`src/rtl/i2c_target_pkg.sv`:
```
// Shared types and constants for the I2C target register file.
package i2c_target_pkg;

  typedef enum logic [3:0] {
    ST_IDLE,
    ST_ADDR,
    ST_ADDR_ACK,
    ST_PTR,
    ST_PTR_ACK,
    ST_WDATA,
    ST_WDATA_ACK,
    ST_RDATA,
    ST_RACK,
    ST_IGNORE
  } i2c_tgt_state_t;

  localparam logic I2C_ACK      = 1'b0;
  localparam logic I2C_NACK     = 1'b1;
  localparam int   I2C_FILT_LEN = 3;

endpackage

```
`src/rtl/i2c_target_regfile_if.sv`:
```
// I2C pin bundle: raw line levels in, open-drain pull-down enables out.
interface i2c_target_regfile_if;
  logic i2c_sda_in;
  logic i2c_scl_in;
  logic i2c_sda_oe;
  logic i2c_scl_oe;

  modport master (output i2c_sda_in, i2c_scl_in, input  i2c_sda_oe, i2c_scl_oe);
  modport slave  (input  i2c_sda_in, i2c_scl_in, output i2c_sda_oe, i2c_scl_oe);
endinterface

```
`src/rtl/i2c_line_cond.sv`:
```
// One I2C line: 2-flop synchronizer, optional 3-sample stability filter
// (I2C_TARGET_GLITCH_FILTER_EN), and rise/fall detection on the result.
module i2c_line_cond
  import i2c_target_pkg::*;
(
  input  logic clk,
  input  logic rst,
  input  logic pin,
  output logic level,
  output logic rise,
  output logic fall
);

  logic [1:0] sync;
  logic       lvl_q;

  // Idle bus level is high, so everything resets to 1.
  always_ff @(posedge clk or posedge rst)
    if (rst) sync <= 2'b11;
    else     sync <= {sync[0], pin};

`ifdef I2C_TARGET_GLITCH_FILTER_EN
  logic [I2C_FILT_LEN-2:0] hist;
  logic [I2C_FILT_LEN-1:0] win;
  logic                    filt;

  assign win = {hist, sync[1]};

  always_ff @(posedge clk or posedge rst)
    if (rst) begin
      hist <= '1;
      filt <= 1'b1;
    end else begin
      hist <= win[I2C_FILT_LEN-2:0];
      if (&win)       filt <= 1'b1;
      else if (~|win) filt <= 1'b0;
    end

  assign level = filt;
`else
  assign level = sync[1];
`endif

  always_ff @(posedge clk or posedge rst)
    if (rst) lvl_q <= 1'b1;
    else     lvl_q <= level;

  assign rise = level & ~lvl_q;
  assign fall = ~level & lvl_q;

endmodule

```
`src/rtl/i2c_target_regfile.sv`:
```
// I2C target exposing NUM_REGS byte registers; pointer-then-data writes,
// auto-incrementing reads. Optional input glitch filter: I2C_TARGET_GLITCH_FILTER_EN.
module i2c_target_regfile
  import i2c_target_pkg::*;
#(
  parameter logic [6:0] ADDR     = 7'h42,
  parameter int         NUM_REGS = 16,
  parameter int         PW       = $clog2(NUM_REGS)
) (
  input  logic                    clk_in_clk,
  input  logic                    reset_reset,
  i2c_target_regfile_if.slave     i2c,
  input  logic                    loc_we,
  input  logic [PW-1:0]           loc_addr,
  input  logic [7:0]              loc_wdata,
  output logic [8*NUM_REGS-1:0]   regs_out,
  output logic                    wr_pulse,
  output logic [PW-1:0]           wr_addr,
  output logic                    bus_active
);

  localparam int SCL = 0;
  localparam int SDA = 1;

  logic [1:0] pins, lvl, rise, fall;

  assign pins = {i2c.i2c_sda_in, i2c.i2c_scl_in};

  i2c_line_cond u_line [1:0] (
    .clk   (clk_in_clk),
    .rst   (reset_reset),
    .pin   (pins),
    .level (lvl),
    .rise  (rise),
    .fall  (fall)
  );

  logic start_det, stop_det;
  assign start_det = lvl[SCL] & fall[SDA];
  assign stop_det  = lvl[SCL] & rise[SDA];

  i2c_tgt_state_t               state, state_n;
  logic [2:0]                   bit_cnt, bit_cnt_n;
  logic [7:0]                   shreg, shreg_n, rx_byte;
  logic [PW-1:0]                ptr, ptr_n;
  logic                         sda_oe, sda_oe_n;
  logic                         rw, rw_n;
  logic                         act_n;
  logic                         i2c_we;
  logic [NUM_REGS-1:0][7:0]     regs;

  always_comb begin
    state_n   = state;
    bit_cnt_n = bit_cnt;
    shreg_n   = shreg;
    ptr_n     = ptr;
    sda_oe_n  = sda_oe;
    rw_n      = rw;
    act_n     = bus_active;
    i2c_we    = 1'b0;
    rx_byte   = {shreg[6:0], lvl[SDA]};
    if (stop_det) begin
      state_n  = ST_IDLE;
      sda_oe_n = 1'b0;
      act_n    = 1'b0;
    end else if (start_det) begin
      state_n   = ST_ADDR;
      bit_cnt_n = '0;
      sda_oe_n  = 1'b0;
      act_n     = 1'b1;
    end else begin
      unique case (state)
        ST_ADDR, ST_PTR, ST_WDATA: if (rise[SCL]) begin
          shreg_n   = rx_byte;
          bit_cnt_n = bit_cnt + 3'd1;
          if (bit_cnt == 3'd7) begin
            case (state)
              ST_ADDR:
                if (rx_byte[7:1] == ADDR) begin
                  state_n = ST_ADDR_ACK;
                  rw_n    = rx_byte[0];
                end else begin
                  state_n = ST_IGNORE;
                end
              ST_PTR: begin
                ptr_n   = rx_byte[PW-1:0];
                state_n = ST_PTR_ACK;
              end
              default: begin
                i2c_we  = 1'b1;
                ptr_n   = ptr + PW'(1);
                state_n = ST_WDATA_ACK;
              end
            endcase
          end
        end
        // First SCL fall asserts ACK, second fall ends the ACK clock.
        ST_ADDR_ACK, ST_PTR_ACK, ST_WDATA_ACK: if (fall[SCL]) begin
          if (!sda_oe) begin
            sda_oe_n = ~I2C_ACK;
          end else begin
            bit_cnt_n = '0;
            if (state == ST_ADDR_ACK && rw) begin
              shreg_n  = regs[ptr];
              sda_oe_n = ~regs[ptr][7];
              state_n  = ST_RDATA;
            end else begin
              sda_oe_n = 1'b0;
              state_n  = (state == ST_ADDR_ACK) ? ST_PTR : ST_WDATA;
            end
          end
        end
        ST_RDATA: if (fall[SCL]) begin
          bit_cnt_n = bit_cnt + 3'd1;
          if (bit_cnt == 3'd7) begin
            sda_oe_n = 1'b0;
            ptr_n    = ptr + PW'(1);
            state_n  = ST_RACK;
          end else begin
            shreg_n  = {shreg[6:0], 1'b0};
            sda_oe_n = ~shreg[6];
          end
        end
        // Entered on a fall, so the next fall always follows an ACK rise.
        ST_RACK:
          if (rise[SCL] && lvl[SDA] == I2C_NACK) begin
            state_n = ST_IGNORE;
          end else if (fall[SCL]) begin
            shreg_n   = regs[ptr];
            sda_oe_n  = ~regs[ptr][7];
            bit_cnt_n = '0;
            state_n   = ST_RDATA;
          end
        default: ;
      endcase
    end
  end

  always_ff @(posedge clk_in_clk or posedge reset_reset)
    if (reset_reset) begin
      state      <= ST_IDLE;
      bit_cnt    <= '0;
      shreg      <= '0;
      ptr        <= '0;
      sda_oe     <= 1'b0;
      rw         <= 1'b0;
      bus_active <= 1'b0;
      wr_pulse   <= 1'b0;
      wr_addr    <= '0;
    end else begin
      state      <= state_n;
      bit_cnt    <= bit_cnt_n;
      shreg      <= shreg_n;
      ptr        <= ptr_n;
      sda_oe     <= sda_oe_n;
      rw         <= rw_n;
      bus_active <= act_n;
      wr_pulse   <= i2c_we;
      if (i2c_we) wr_addr <= ptr;
    end

  always_ff @(posedge clk_in_clk or posedge reset_reset)
    if (reset_reset) begin
      regs <= '0;
    end else begin
      if (loc_we) regs[loc_addr] <= loc_wdata;
      // I2C commit is applied last so it wins a same-register collision.
      if (i2c_we) regs[ptr] <= rx_byte;
    end

  assign regs_out       = regs;
  assign i2c.i2c_sda_oe = sda_oe;
  assign i2c.i2c_scl_oe = 1'b0;

endmodule

```
`src/flat_wrapper.sv`:
```
// flat-port wrapper written by rule: the top's interface ports become plain ports
module i2c_target_regfile_flat import i2c_target_pkg::*;
#(
  parameter logic [6:0] ADDR     = 7'h42,
  parameter int         NUM_REGS = 16,
  parameter int         PW       = $clog2(NUM_REGS)
)
  (clk_in_clk, reset_reset, loc_we, loc_addr, loc_wdata, regs_out, wr_pulse, wr_addr, bus_active, i2c_i2c_sda_in, i2c_i2c_scl_in, i2c_i2c_sda_oe, i2c_i2c_scl_oe);
  i2c_target_regfile_if i2c_i ();
  input  logic clk_in_clk;
  input  logic reset_reset;
  input  logic loc_we;
  input  logic [PW-1:0] loc_addr;
  input  logic [7:0] loc_wdata;
  output logic [8*NUM_REGS-1:0] regs_out;
  output logic wr_pulse;
  output logic [PW-1:0] wr_addr;
  output logic bus_active;
  input wire logic [$bits(i2c_i.i2c_sda_in)-1:0] i2c_i2c_sda_in;
  input wire logic [$bits(i2c_i.i2c_scl_in)-1:0] i2c_i2c_scl_in;
  output wire logic [$bits(i2c_i.i2c_sda_oe)-1:0] i2c_i2c_sda_oe;
  output wire logic [$bits(i2c_i.i2c_scl_oe)-1:0] i2c_i2c_scl_oe;
  assign i2c_i.i2c_sda_in = i2c_i2c_sda_in;
  assign i2c_i.i2c_scl_in = i2c_i2c_scl_in;
  assign i2c_i2c_sda_oe = i2c_i.i2c_sda_oe;
  assign i2c_i2c_scl_oe = i2c_i.i2c_scl_oe;
  i2c_target_regfile #(.ADDR(ADDR), .NUM_REGS(NUM_REGS), .PW(PW)) u_core (.clk_in_clk(clk_in_clk), .reset_reset(reset_reset), .i2c(i2c_i), .loc_we(loc_we), .loc_addr(loc_addr), .loc_wdata(loc_wdata), .regs_out(regs_out), .wr_pulse(wr_pulse), .wr_addr(wr_addr), .bus_active(bus_active));
endmodule
```
`config.mk`:
```
export PLATFORM = sky130hd
export DESIGN_NAME = i2c_target_regfile_flat
export DESIGN_NICKNAME = d
export VERILOG_FILES = /design/src/rtl/i2c_target_pkg.sv /design/src/rtl/i2c_target_regfile_if.sv /design/src/rtl/i2c_line_cond.sv /design/src/rtl/i2c_target_regfile.sv /design/src/flat_wrapper.sv
export SDC_FILE = /design/constraint.sdc
export NUM_CORES = 1
export LEC_CHECK = 0
export CAP_MARGIN = 20
export CELL_PAD_IN_SITES_DETAIL_PLACEMENT = 1
export CELL_PAD_IN_SITES_GLOBAL_PLACEMENT = 1
export CORE_UTILIZATION = 35
export CTS_BUF_LIST = sky130_fd_sc_hd__clkbuf_8
export DETAILED_ROUTE_END_ITERATION = 6
export GPL_ROUTABILITY_DRIVEN = 0
export PLACE_DENSITY = 0.81
export SYNTH_ARGS = -nofsm -noshare
export SYNTH_HDL_FRONTEND = slang
export SYNTH_SLANG_ARGS = --single-unit
```
`constraint.sdc`:
```
create_clock -name clk_in_clk -period 6.8 [get_ports clk_in_clk]
set_input_delay 1.02 -clock clk_in_clk [delete_from_list [all_inputs] [get_ports clk_in_clk]]
set_output_delay 1.02 -clock clk_in_clk [all_outputs]
set_load 0.05 [all_outputs]
```
; Word level (Yosys, flattened, before mapping)
; Cells that the tools add are included.
[classes]
eq_ne = 36
reduce_logical = 19
add_sub_neg = 2
bitwise = 14
n_lt_le_gt_ge = 4
n_mux = 66
[op_table]
columns = cell, count
row1 = 128-bit bitwise mux, 2
row2 = 128-bit two-way mux, 2
row3 = 8-bit demux with 4-bit select, 2
row4 = 4-bit two-way mux, 16
row5 = 7-bit two-way mux, 8
row6 = 8-bit binary-select mux with 4-bit select, 1
row7 = 7-bit one-hot mux with 4 select lines, 1
row8 = 3-bit two-way mux, 8
row9 = 8-bit two-way mux, 3
row10 = 4-bit one-hot mux with 2 select lines, 3
row11 = 8-bit AND reduction, 3
row12 = 4-bit by 2-bit inequality test with 1-bit output (second input constant), 5
row13 = 1-bit two-way mux, 17
row14 = 4-bit by 3-bit equality test with 1-bit output (second input constant), 4
row15 = 4-bit one-hot mux with 4 select lines, 1
row16 = 3-bit by 2-bit inequality test with 1-bit output (second input constant), 5
row17 = 2-bit inequality test (second input constant), 7
row18 = 4-bit by 1-bit inequality test with 1-bit output (second input constant), 3
row19 = 3-bit one-hot mux with 4 select lines, 1
row20 = 11-bit AND reduction, 1
row21 = 4-bit by 5-bit less-than comparator with 1-bit output (second input constant), 2
row22 = 5-bit nonzero test, 2
row23 = 4-bit by 2-bit equality test with 1-bit output (second input constant), 2
row24 = 4-bit by 1-bit greater-or-equal comparator with 1-bit output (second input constant), 2
row25 = other kinds (20), 40
[word_totals]
in_bits = 17
output_inout_bits = 136
word_cells = 170
reg_bits = 160

; Depth between registers and ports, before layout
; Gate-level depths: netlist of the first run.
[depth]
depth_word = 9
mapped_depth = 9

; Modules after synthesis
; A second synthesis of the first run with hierarchy kept.
[unflattened]
hier_cells = 936
area_unflattened_um2 = 9265.1
[modules_own_cells]
columns = module, area_per_inst_um2, cells_per_inst, instances, seq_area_each_um2
row1 = i2c_target_regfile, 9069.9, 924, 1, 3853.7
row2 = i2c_line_cond, 97.6, 6, 2, 78.8

; Least setup slack after synthesis of the first run
; Ideal clock, no wire load.
[synth_path]
kind = input-to-reg
from = in loc_addr[3]
to = reg u_core.regs (netlist bit u_core.regs_out[24])
t_required_ns = 6.674
stages = 5
path_slack_ns = 4.510
arrival_time_ns = 2.164
path_cell_list = nor3b_1 > nor2b_1 > buf_1 > mux2i_1 > a21oi_1
[synth_between]
elab_chain_len = 8
elab_cells_between_ends = 9
cone_classes = 2 x order compare / 6 x mux / 1 x reduce/logical
[synth_rtl]
columns = item, line
row1 = from (decl), flat_wrapper.sv:13  ; input logic [PW-1:0] loc_addr;
row2 = 4-bit by 5-bit less-than comparator with 1-bit output (implied by the code) or 4-bit by 1-bit greater-or-equal comparator with 1-bit output (tied branches), i2c_target_regfile.sv:166  ; if (loc_we) regs[loc_addr] <= loc_wdata;
row3 = 1-bit logical AND (implied by the code), i2c_target_regfile.sv:166
row4 = 8-bit two-way mux (implied by the code), i2c_target_regfile.sv:166
row5 = 8-bit demux with 4-bit select *, n/a
row6 = 128-bit bitwise mux *, i2c_target_regfile.sv:166
row7 = 128-bit two-way mux *, i2c_target_regfile.sv:166
row8 = 128-bit bitwise mux, i2c_target_regfile.sv:168  ; if (i2c_we) regs[ptr] <= rx_byte;
row9 = 128-bit two-way mux *, i2c_target_regfile.sv:168
row10 = "to (signal, indexed assignment)", i2c_target_regfile.sv:166
row11 = "to (signal, indexed assignment)", i2c_target_regfile.sv:168
row12 = to (decl), i2c_target_regfile.sv:50  ; logic [NUM_REGS-1:0][7:0] regs;
; Mark *: on every way between the ends. The rest lies on a longest branch, timed or not.
; A chain may end at the register's enable or synchronous reset.

; Final worst setup path of the first run
[layout_path]
from = reg u_core.u_line[1].sync[1]
to = reg u_core.regs (netlist bit u_core.regs_out[33])
[layout_between]
elab_chain_len = 6
elab_cells_between_ends = 8
cone_classes = 3 x mux / 5 x bitwise
[layout_rtl]
columns = item, line
row1 = from (decl), i2c_line_cond.sv:14  ; logic [1:0] sync;
row2 = from (signal assigned), i2c_line_cond.sv:20  ; else sync <= {sync[0], pin};
row3 = 1-bit inverter, i2c_line_cond.sv:49  ; assign fall = ~level & lvl_q;
row4 = 1-bit AND, i2c_line_cond.sv:49
row5 = 1-bit AND, i2c_target_regfile.sv:39  ; assign start_det = lvl[SCL] & fall[SDA];
row6 = 1-bit two-way mux, i2c_target_regfile.sv:66  ; end else if (start_det) begin
row7 = 1-bit two-way mux *, i2c_target_regfile.sv:62  ; if (stop_det) begin
row8 = 128-bit two-way mux *, i2c_target_regfile.sv:168
; Marked as above.

==> metrics.cfg, run 1 <==
[synth]
synth_area_leaders = dfrtp_1 42%, mux2i_1 20%, a21oi_1 7.5%, nor2_1 6.1%, a22oi_1 2.4%
ys_seq_area_share_pct = 43.5
ys_ff_latch = 160
ys.flop_type = dfrtp_1
synth_edf_count = 0
ys_top_cells_by_count = 187 x mux2i_1, 154 x dfrtp_1, 151 x nor2_1
synth_nets = 953
synthDistinctLibCells = 55
yosys_warnings = 0
syn_inst = 930
yosysTopAreaCell = dfrtp_1
yosysMostFrequentCell = mux2i_1
syn_avg_cell_area_sq_um = 9.92
synth_top_area_share_pct = 41.8
syn_area_sq_mm = 0.00922
async_flop_share_pct = 100

[setup_path]
slowest_stage = dfstp_2
reg2reg_slack_ns = 3.44
critPathRequiredTime_ns = 7.11
crit_fanout = 26
crit_buf_inv = 1
path_depth = 6
startpoint_type = flip-flop
cp_slowest_stage_delay_ns = 0.99
worstSetupEndpointType = flip-flop
crit_chain = xor2_1, a2111oi_4, buf_4, nand4_1, nor2_1, a21oi_1
arrival_ns = 3.67
reg2reg_depth = 6
cp_top_family = simple AND/OR/NAND/NOR gates
path_class = flip-flop to flip-flop

[clock_tree]
clkLatencyLatePin_ns = 0.47
hold_buffers = 0
cts_setup_buffers = 0
cts_tree = yes
clock-sinks = 160
cts_root_buf = clkbuf_8
htree_levels = 4
cts_made_buffers = 17
cts_buffer_depth = 2
clkTransAtPathRegs_ns = 0.08
post_cts_resized = 0

[hold_path]
hold_depth = 0
hold_class = flip-flop to flip-flop

[die]
fp.dieH_microns = 164
num_io_pins = 153
die_x_microns = 164
rows = 59
start_util_pct = 35.5
core_sq_mm = 0.0260
fp.dieArea_sq_mm = 0.0270

[grt]
grt_use_total_pct = 25.1
grt_pass1_wl_microns = 50200
grt_pass1_vias = 8047
antenna_found_initial = 0
globalRouteOverflowTotal = 0
grt_max_degree = 103

[cells_and_area]
nets = 1053
diodes = 0
drive_gt1_share_pct = 7.00
fin_util_pct = 43.2
fillers = 2961
synthToLayoutAreaGrowth_pct = 21.6

[placed_design]
dpl.hpwl_microns = 22800
io_buffers = 151

[power_and_ir_drop]
p_clk_share_pct = 16.9
leakage_nw = 4.47
swShare_pct = 48.6
p_per_area_mw_per_mm2 = 373
internal-power_w = 0.00215
max-vdd-ir-drop_mv = 0.178
sequentialPowerShare_pct = 38.6
combPwrFrac_pct = 44.5
p_switching_w = 0.00203

[sta]
slew_viol_final = 0
rsz0062_at_grt = no
finalHoldViolCount = 0
skew_ns = 0.0169
min_period_over_period_pct = 49.4
fmax_ghz = 0.298
period_needed_ns = 3.36
setup-tns-final_ns = 0
setup_violations = 0
tightest_slew_ns = 1.13
slew_headroom_pct = 24.2

[outcome]
outcome = complete, no violations

[drt]
drt_wl_total_microns = 33100
viasPerCell = 5.79
wl_per_cell_microns = 24.0
drtIter0Drc = 719
dr.pass1.iters = 6
drcViolationCount = 0
final_antenna_net_count = 0
via_count = 7980

[run]
drv_cap = 0

==> cell families (layout without fill, tap and decap cells) <==
family | Yosys count | count (layout) | synth area share (%)
AO/OA/AOI/OAI | 212 | 212 | 13.6
XOR/XNOR | 1 | 1 | 0.0950
adder cells (fa/ha/maj) | 6 | 6 | 0.814
buffers and inverters | 84 | 197 | 4.58
flip-flops | 160 | 160 | 43.5
multiplexers | 201 | 201 | 22.5
other | 1 | 1 | 0.0407
AND/OR/NAND/NOR | 265 | 265 | 14.9
==> sequential cells by signal, summed over array words and instances (netlist names), 2 cells and up <==
name and flops:
u_core.state 4, u_core.bit_cnt 3, u_core.u_line.lvl_q 2, u_core.u_line.sync 4
u_core.shreg 7, u_core.ptr 4, u_core.regs_out 128, u_core.wr_addr 4
==> routing by layer <==
metal  track usage [%]  share of wire, %  up-vias
met1              34.5                45     4095
met5                 0                 0        -
li1                  -                 -     3538
met4              8.08               2.5        0
met3              3.66               5.2       51
met2              40.3                48      296
==> layout by cell type, fill, tap and decap left out, drive strengths merged, types with 10 or more instances in the layout <==
cell type        n
inv             11
o21ai           16
clkdlybuf4s50  151
clkbuf          17
nor2           151
mux2i          187
mux2            10
nand2           28
dfrtp          154
a22oi           30
a21oi          139
nand4           26
==> per-stage QoR <==
step	worst slack, ns	hold WS (ns)	power (W)	cell area (sq um)	std cells
after global routing	3.24	0.354	0.00435	11200	1378
after global placement	3.33	0.346	0.00342	10800	1343
after CTS	3.45	0.356	0.00418	11200	1376
after floorplan	1.47	0.345	0.00274	9220	930
final	3.44	0.357	0.00418	11200	1378
after detailed placement	3.31	0.349	0.00347	10800	1344
==> final cells by class <==
type	instances	area, sq um	area share, %
tap	335	419	3.74
inverter	7	31.3	0.279
timing repair buffer	158	1580	14.0
clock inverter	15	149	1.33
clock buffer	17	234	2.09
multi-input combinational	686	4790	42.7
sequential	160	4020	35.8
==> worst paths after layout <==
kind                                               start                        to
worst min-delay path            u_core.u_line[1].sync[0]  u_core.u_line[1].sync[1]
min in group asynchronous                    reset_reset        u_core.regs_out[5]
worst min register to register  u_core.u_line[1].sync[0]  u_core.u_line[1].sync[1]
max in group asynchronous                    reset_reset       u_core.regs_out[73]
worst max-delay path            u_core.u_line[1].sync[1]       u_core.regs_out[33]
worst max register to register  u_core.u_line[1].sync[1]       u_core.regs_out[33]
==> power by group through the flow <==
stage | clock network [W] | logic, W | registers [W]
after floorplan | 0 | 0.000755 | 0.00198
after global placement | 0 | 0.00181 | 0.00161
after detailed placement | 0 | 0.00185 | 0.00162
after CTS | 0.000717 | 0.00186 | 0.00160
after global routing | 0.000757 | 0.00196 | 0.00164
final | 0.000707 | 0.00186 | 0.00162
Power figures use the tool's default switching activity.
==> run 2, diff against run 1 <==
--- a/config.mk
+++ b/config.mk
@@ -12,7 +12,7 @@
 export CTS_BUF_LIST = sky130_fd_sc_hd__clkbuf_8
 export DETAILED_ROUTE_END_ITERATION = 6
 export GPL_ROUTABILITY_DRIVEN = 0
-export PLACE_DENSITY = 0.81
+export PLACE_DENSITY = 0.83
 export SYNTH_ARGS = -nofsm -noshare
 export SYNTH_HDL_FRONTEND = slang
 export SYNTH_SLANG_ARGS = --single-unit
==> constraint.sdc (replaced) <==
create_clock -name clk_in_clk -period 2.77 [get_ports clk_in_clk]
set_input_delay 0.4155 -clock clk_in_clk [delete_from_list [all_inputs] [get_ports clk_in_clk]]
set_output_delay 0.4155 -clock clk_in_clk [all_outputs]
set_load 0.05 [all_outputs]
==> run 2 against run 1 <==
The flow now finishes with violations (design-rule violations). Largest power group unchanged. Clock skew down 0.0021 ns. First-iteration DRC count down 10%. Critical endpoint is now u_core.shreg[3]. Sequential power up 120%. Critical path depth down 1. Routed wire length up 5.3%. Design area up 4.4%. Largest cell class unchanged.
==> metrics.cfg, run 2 (synthesized netlist as in run 1, its figures left out) <==
[outcome]
outcome = complete, but fails checks
violations = design-rule violations

[sta]
fmax_ghz = 0.379
setup-tns-final_ns = 0
period_needed_ns = 2.64
min_period_over_period_pct = 95.3
holdWs_ns = 0.348
finalHoldViolCount = 0
rsz0062_at_grt = no
skew_ns = 0.0147
slew_viol_final = 0
slew_headroom_pct = 49.5
setup_violations = 0
tightest_slew_ns = 0.747

[grt]
antenna_found_initial = 0
globalRouteOverflowTotal = 0
grt_max_degree = 45
grt_pass1_vias = 8646
grt_use_total_pct = 26.4
grt_pass1_wl_microns = 52400

[drt]
dr.pass1.iters = 7
drcViolationCount = 2
viasPerCell = 5.83
drt_wl_total_microns = 34800
via_count = 8348
wl_per_cell_microns = 24.3
drtIter0Drc = 645
final_antenna_net_count = 0

[hold_path]
hold_start = i2c_i2c_scl_in
hold_class = input port to flip-flop
hold_depth = 1

[setup_path]
slowest_stage = dfrtp_1
path_class = flip-flop to flip-flop
cp_slowest_stage_delay_ns = 0.70
worstSetupEndpointType = flip-flop
arrival_ns = 2.99
crit_fanout = 20
cp_top_family = simple AND/OR/NAND/NOR gates
crit_chain = nor4b_1, a211oi_1, o211ai_2, nor4_4, mux2_2
critPathRequiredTime_ns = 3.12
reg2reg_depth = 5
path_depth = 5
crit_buf_inv = 0
crit_start = u_core.state[1]
startpoint_type = flip-flop
timing.rr.start = u_core.state[1]

[die]
rows = 59
start_util_pct = 35.5
num_io_pins = 153
die_x_microns = 164
core_sq_mm = 0.0260
fp.dieH_microns = 164
fp.dieArea_sq_mm = 0.0270

[cells_and_area]
diodes = 0
largest_reg_flops = 128
synthToLayoutAreaGrowth_pct = 26.9
stdcell_count = 1432
fillers = 2914
mostFrequentLayoutCells = 187 x mux2i_1, 153 x dfrtp_1, 151 x nor2_1, 151 x clkdlybuf4s50_1, 139 x a21oi_1
drive_gt1_share_pct = 11.7
nets = 1107
fin_util_pct = 45.1
final_common_cell = mux2i_1

[placed_design]
io_buffers = 151
dpl.hpwl_microns = 24400
place_inst = 1399

[clock_tree]
cts_root_buf = clkbuf_8
cts_tree = yes
cts_buffer_depth = 2
hold_buffers = 0
cts_setup_buffers = 0
htree_levels = 4
clock-sinks = 160
clkLatencyLatePin_ns = 0.47
clkTransAtPathRegs_ns = 0.08
cts_made_buffers = 17
post_cts_resized = 0

[power_and_ir_drop]
max-vdd-ir-drop_mv = 0.474
leakage_nw = 4.77
p_per_area_mw_per_mm2 = 915

[run]
drv_cap = 0

run 2: routing by layer:
| layer | GRT usage [%] | share of wire, % | up-vias |
|---|---|---|---|
| met2 | 44.0 | 49 | 377 |
| met5 | 0 | 0 | - |
| met1 | 33.5 | 40 | 4226 |
| met3 | 3.81 | 6.6 | 95 |
| li1 | - | - | 3650 |
| met4 | 13.1 | 4.0 | 0 |
run 2: path summary, 6_finish.rpt:
path	to	slack (ns)
hold / removal	u_core.u_line[0].sync[0]	0.35
setup reg to reg	u_core.shreg[3]	0.13
setup / recovery	u_core.shreg[3]	0.13
max in group asynchronous	u_core.regs_out[88]	1.67
hold reg to reg	u_core.u_line[0].sync[1]	0.37
min in group asynchronous	u_core.regs_out[1]	0.42
run 2: cell type report:
class	instances	area, sq um	share of cell area [%]
multi-input combinational	686	4790	40.9
inverter	7	30.0	0.256
clock inverter	14	190	1.62
sequential	160	4020	34.3
timing repair buffer	212	2020	17.2
clock buffer	18	248	2.12
tap	335	419	3.58
run 2: report_power, final:
group | leakage, nW | internal, W | switching [W]
combinational | 2.75 | 0.00172 | 0.00350
sequential | 1.81 | 0.00289 | 0.000651
clock | 0.218 | 0.00101 | 0.000946
run 2: per-stage QoR:
stage	cell area [sq um]	power [W]	setup WS [ns]
after floorplan	9230	0.00672	0.331
after global placement	11300	0.00856	0.342
after detailed placement	11300	0.00872	0.232
after CTS	11700	0.0107	0.179
after global routing	11700	0.0111	0.0251
final	11700	0.0107	0.129
run 2: worst reg2reg max path: cells and delay by family (launching register included):
| kind | cells | cell delay (ns) |
|---|---|---|
| mux | 1 | 0.41 |
| compound gates | 2 | 0.66 |
| flops | 1 | 0.70 |
| simple gates | 2 | 0.75 |
==> run 3, diff against run 2 <==
--- a/config.mk
+++ b/config.mk
@@ -10,9 +10,10 @@
 export CELL_PAD_IN_SITES_GLOBAL_PLACEMENT = 1
 export CORE_UTILIZATION = 35
 export CTS_BUF_LIST = sky130_fd_sc_hd__clkbuf_8
+export CTS_CLUSTER_SIZE = 10
 export DETAILED_ROUTE_END_ITERATION = 6
 export GPL_ROUTABILITY_DRIVEN = 0
-export PLACE_DENSITY = 0.83
+export PLACE_DENSITY = 0.81
 export SYNTH_ARGS = -nofsm -noshare
 export SYNTH_HDL_FRONTEND = slang
 export SYNTH_SLANG_ARGS = --single-unit
==> constraint.sdc (replaced) <==
create_clock -name clk_in_clk -period 3 [get_ports clk_in_clk]
set_input_delay 0.45 -clock clk_in_clk [delete_from_list [all_inputs] [get_ports clk_in_clk]]
set_output_delay 0.45 -clock clk_in_clk [all_outputs]
set_load 0.05 [all_outputs]
==> run 3 against run 2 <==
The run still ends with design-rule violations left. Global-route usage shrank 0.16 points. Sequential power shrank 7.1%. Non-clock buffer count is 10 lower. Cell count fell by 0.77%. Clock-buffer cell count fell by 1. Critical path depth unchanged. Combinational power is 9.2% lower. Utilization decreased by 0.32 points. Clock power decreased by 9%. Clock skew rose by 0.0054 ns. Design area fell by 0.70%. Critical path type unchanged.
==> metrics.cfg, run 3 (synthesized netlist as in run 1, its figures left out) <==
[grt]
grt_use_total_pct = 26.3
grt_max_degree = 41
antenna_found_initial = 1
globalRouteOverflowTotal = 0
grt_pass1_wl_microns = 52200
grt_pass1_vias = 8453

[sta]
slew_viol_final = 0
min_period_over_period_pct = 88.6
finalHoldViolCount = 0
setup_violations = 0
fmax_ghz = 0.376
period_needed_ns = 2.66
rsz0062_at_grt = no
setup-tns-final_ns = 0
slew_headroom_pct = 29.8
tightest_slew_ns = 1.04
skew_ns = 0.0202

[clock_tree]
cts_root_buf = clkbuf_8
htree_levels = 4
cts_tree = yes
clock-sinks = 160
cts_setup_buffers = 0
clkLatencyLatePin_ns = 0.48
hold_buffers = 0
cts_made_buffers = 17
cts_buffer_depth = 2
clkTransAtPathRegs_ns = 0.09

[die]
core_sq_mm = 0.0260
die_x_microns = 164
start_util_pct = 35.5
rows = 59
fp.dieH_microns = 164
num_io_pins = 153
fp.dieArea_sq_mm = 0.0270

[placed_design]
io_buffers = 151
placed_area_sq_mm = 0.0112
place_inst = 1390
dpl.hpwl_microns = 24200

[cells_and_area]
diodes = 0
stdcell_area_sq_mm = 0.0116
final_common_cell = mux2i_1
synthToLayoutAreaGrowth_pct = 26.0
multiInputGateArea_sq_mm = 0.00479
stdcell_count = 1421
largest_reg_flops = 128
fillers = 2910
fin_util_pct = 44.7
mostFrequentLayoutCells = 187 x mux2i_1, 153 x dfrtp_1, 151 x nor2_1, 151 x clkdlybuf4s50_1, 139 x a21oi_1
seqCellArea_sq_mm = 0.00402
nets = 1097
drive_gt1_share_pct = 11.0

[power_and_ir_drop]
max-vdd-ir-drop_mv = 0.444
p_switching_w = 0.00467
sequentialPowerShare_pct = 33.5
swShare_pct = 47.6
internal-power_w = 0.00515
leakage_nw = 4.72
p_per_area_mw_per_mm2 = 845
p_clk_share_pct = 18.2
combPwrFrac_pct = 48.4
p_total_w = 0.00983

[outcome]
violations = design-rule violations
outcome = complete, but fails checks

[setup_path]
timing.rr.start = u_core.state[2]
startpoint_type = flip-flop
worstSetupEndpointType = flip-flop
worstSetupEndpoint = u_core.shreg[4]
critPathRequiredTime_ns = 3.35
reg2reg_depth = 5
arrival_ns = 3.01
path_class = flip-flop to flip-flop
worstReg2RegEnd = u_core.shreg[4]
crit_fanout = 20
crit_start = u_core.state[2]
reg2reg_slack_ns = 0.34

[drt]
wl_per_cell_microns = 24.3
dr.pass1.iters = 7
via_count = 8266
drt_wl_total_microns = 34500
drcViolationCount = 1
viasPerCell = 5.82
final_antenna_net_count = 0
drtIter0Drc = 657

[hold_path]
hold_depth = 0
hold_class = flip-flop to flip-flop

[run]
drv_cap = 0

[run 3: cell types whose count changed in the layout (fill, tap and decap cells not counted), sizes merged]
cell	previous run	this run
inv	10	9
clkinvlp	4	3
buf	60	51
clkinv	3	5
clkbuf	19	17
[run 3: critical path: stages, from the launching register on]
cell	delay (ns)
dfrtp_1	0.62
nor3_1	0.51
a2bb2oi_2	0.26
o211ai_2	0.19
nor4_4	0.55
mux2_2	0.40
[run 3: final cells by class]
type	instances	area share [%]
Clock buffer	17	2.01
Clock inverter	14	1.63
Inverter	7	0.258
Multi-Input combinational cell	686	41.2
Sequential cell	160	34.5
Tap cell	335	3.61
Timing Repair Buffer	202	16.7
[run 3: what timing repair did]
action,CTS,global route
endpoints found under the hold margin,0,0
setup endpoints to repair,0,3
gates resized for setup,0,1
[run 3: how the worst min path moves through the flow]
stage,from,end,slack (ns)
after global placement,u_core.u_line[0].sync[0],u_core.u_line[0].sync[1],0.35
final,u_core.u_line[0].sync[0],u_core.u_line[0].sync[1],0.36
after detailed placement,u_core.u_line[0].sync[0],u_core.u_line[0].sync[1],0.35
after global routing,u_core.u_line[0].sync[0],u_core.u_line[0].sync[1],0.36
after CTS,i2c_i2c_scl_in,u_core.u_line[0].sync[0],0.36
after floorplan,u_core.u_line[0].sync[0],u_core.u_line[0].sync[1],0.35
[run 3: power by group through the flow]
stage | clock network, W | registers (W) | logic [W]
global route | 0.00187 | 0.00334 | 0.00500
detailed placement | 0 | 0.00331 | 0.00471
global placement | 0 | 0.00329 | 0.00461
CTS | 0.00180 | 0.00328 | 0.00473
floorplan | 0 | 0.00449 | 0.00171
finish | 0.00178 | 0.00329 | 0.00475
[run 3: per-layer routing]
metal	wire (microns)	share of wire (%)	GRT usage [%]
met1	14300	42	34.6
met2	16600	48	42.8
met3	2380	6.9	3.79
met4	1180	3.4	11.5
met5	0	0	0
[run 3: metrics by stage]
stage / setup WS, ns / hold slack (ns)
after floorplan: 0.526 / 0.345
after global placement: 0.211 / 0.347
after detailed placement: 0.196 / 0.347
after CTS: 0.174 / 0.357
after global routing: 0.215 / 0.362
final: 0.341 / 0.360
==> patch: new RTL, settings of run 2 <==
`NUM_REGS` is set to 16 in 2 places; all go to 32.
--- a/src/rtl/i2c_target_regfile.sv
+++ b/src/rtl/i2c_target_regfile.sv
@@ -6,3 +6,3 @@
   parameter logic [6:0] ADDR     = 7'h42,
-  parameter int         NUM_REGS = 16,
+  parameter int         NUM_REGS = 32,
   parameter int         PW       = $clog2(NUM_REGS)
--- a/src/flat_wrapper.sv
+++ b/src/flat_wrapper.sv
@@ -4,3 +4,3 @@
   parameter logic [6:0] ADDR     = 7'h42,
-  parameter int         NUM_REGS = 16,
+  parameter int         NUM_REGS = 32,
   parameter int         PW       = $clog2(NUM_REGS)
Ports: changed (resized loc_addr, regs_out and wr_addr); port bits go from 153 to 283. No check against the original RTL was run, so the function may have changed too.
==> patch against run 2 <==
Area after synthesis rose by 76%. Count of clock-buffer cells in the layout is 47 higher. Critical path depth is 4 higher. Critical endpoint is now u_core.regs_out[121]. Highest routed layer is now met5. Final area up 79%. Clock skew is 9.6 ps higher. Largest cell class unchanged. Global-route usage up 3.1 points. Critical path type unchanged. First-iteration DRC count increased by 130%. Wire length is 100% higher. Sequential cell count is 130 higher. Final cell count up 80%. Power rose by 79%. Setup slack got worse by 42 ps.
==> patch: results (changes against run 2) <==
- Outcome: completed
- Worst min path class: input pin to async pin
- Max FO, Critical Path: 16 (-20%)
- Total GRT Usage: 0.295 (+0.0306)
- Reg clk slew, reported paths: 60 ps (-20 ps)
- Antenna violations before repair: 1 (+1)
- Worst IR drop on VDD: 0.566 mV (+19%)
- Critical-path top delay cell: a221o_2
- Max Used Layer: met5
- First-pass GRT wire length: 104000 um (+99%)
- Nets@finish: 1963 (+77%)
- Largest net degree at the start of global routing: 91 (+100%)
- Drt pass-1 iters: 6 (-1)
- Commonest cells post-synth: 299 x nor2_1, 293 x mux2i_1, 284 x dfrtp_1, 280 x a21oi_1, 99 x nand2_1
- DP HPWL: 48500 um (+99%)
- Clk Latency, worst-skew pair: 630 ps (+160 ps)
- Post-synthesis cell type count: 59 (+7.3%)
- Internal: 0.0102 W (+82%)
- Max clock buf depth: 3 (+1)
- Actual transition at the worst max-transition pin: 775 ps (+28.3 ps)
- H-tree levels: 2 (-2)
- Vias in the first global route: 16.3k (+89%)
- WL met1: 26800 um (+91%)
- Wire length on met2: 32300 um (+89%)
- Net Count, Synth: 1681 (+76%)
- Synth area leaders: dfrtp_1 44%, mux2i_1 18%, a21oi_1 8.6%
- IO Port Bufs: 281 (+86%)
- Critical Path AT: 3160 ps (+170 ps)
==> patch: stage by stage <==
step / area [um^2] / std cells / power, W / setup slack [ps]
CTS: 21000 / 2578 / 0.0191 / 106
global placement: 20000 / 2486 / 0.0147 / 219
detailed placement: 20000 / 2486 / 0.0150 / 101
floorplan: 16300 / 1657 / 0.0115 / -1490
finish: 21000 / 2578 / 0.0192 / 86.7
global route: 21000 / 2578 / 0.0198 / 11.0
==> patch: power by group through the flow <==
stage                     sequential, W  combinational [W]  clock (W)
after floorplan                 0.00828            0.00318          0
after detailed placement        0.00627            0.00872          0
after CTS                       0.00622            0.00878    0.00412
after global routing            0.00633            0.00919    0.00428
after global placement          0.00623            0.00850          0
final                           0.00625            0.00890    0.00408
==> patch: per-layer routing <==
| metal | up-vias | global-route usage |
|---|---|---|
| li1 | 6459 | - |
| met1 | 7901 | 0.370 |
| met2 | 959 | 0.463 |
| met3 | 271 | 0.0714 |
| met4 | 2 | 0.170 |
| met5 | - | 0 |
==> patch: kinds of logic (layout without fill, tap and decap cells) <==
| group | count (synthesis) | count (layout) | share of synthesized area |
|---|---|---|---|
| compound gates | 378 | 378 | 0.131 |
| xor+xnor | 1 | 1 | 0.000538 |
| fa+ha+maj | 6 | 6 | 0.00461 |
| buf+inv | 153 | 474 | 0.0435 |
| flops | 290 | 290 | 0.447 |
| mux | 343 | 343 | 0.246 |
| other cells | 1 | 1 | 0.000230 |
| simple gates | 485 | 485 | 0.128 |
==> patch: layout make-up <==
class	instances	area (um^2)
clock buffers	65	895
clock inverters	27	138
fillers	5084	24600
inverters	14	56.3
multi-input cells	1214	8320
flip-flops and latches	290	7270
well taps	600	751
repair buffers	368	3580
==> patch: repair_timing <==
| action | 4_1_cts | 5_1_grt |
|---|---|---|
| hold buffers | 0 | 0 |
| setup endpoints to repair | 0 | 36 |
| gates resized for setup | 0 | 10 |
==> patch: worst paths after layout <==
| kind | start | endpoint | slack (ps) | cells after the start |
|---|---|---|---|---|
| max | u_core.bit_cnt[0] | u_core.regs_out[121] | 90 | 9 |
| min in group clk_in_clk | i2c_i2c_sda_in | u_core.u_line[1].sync[0] | 200 | 1 |
| min | reset_reset | u_core.regs_out[216] | 90 | 2 |
| min reg2reg | u_core.u_line[0].sync[0] | u_core.u_line[0].sync[1] | 360 | 0 |
| max reg2reg | u_core.bit_cnt[0] | u_core.regs_out[121] | 90 | 9 |
| max in group asynchronous | reset_reset | u_core.wr_addr[0] | 1810 | 4 |
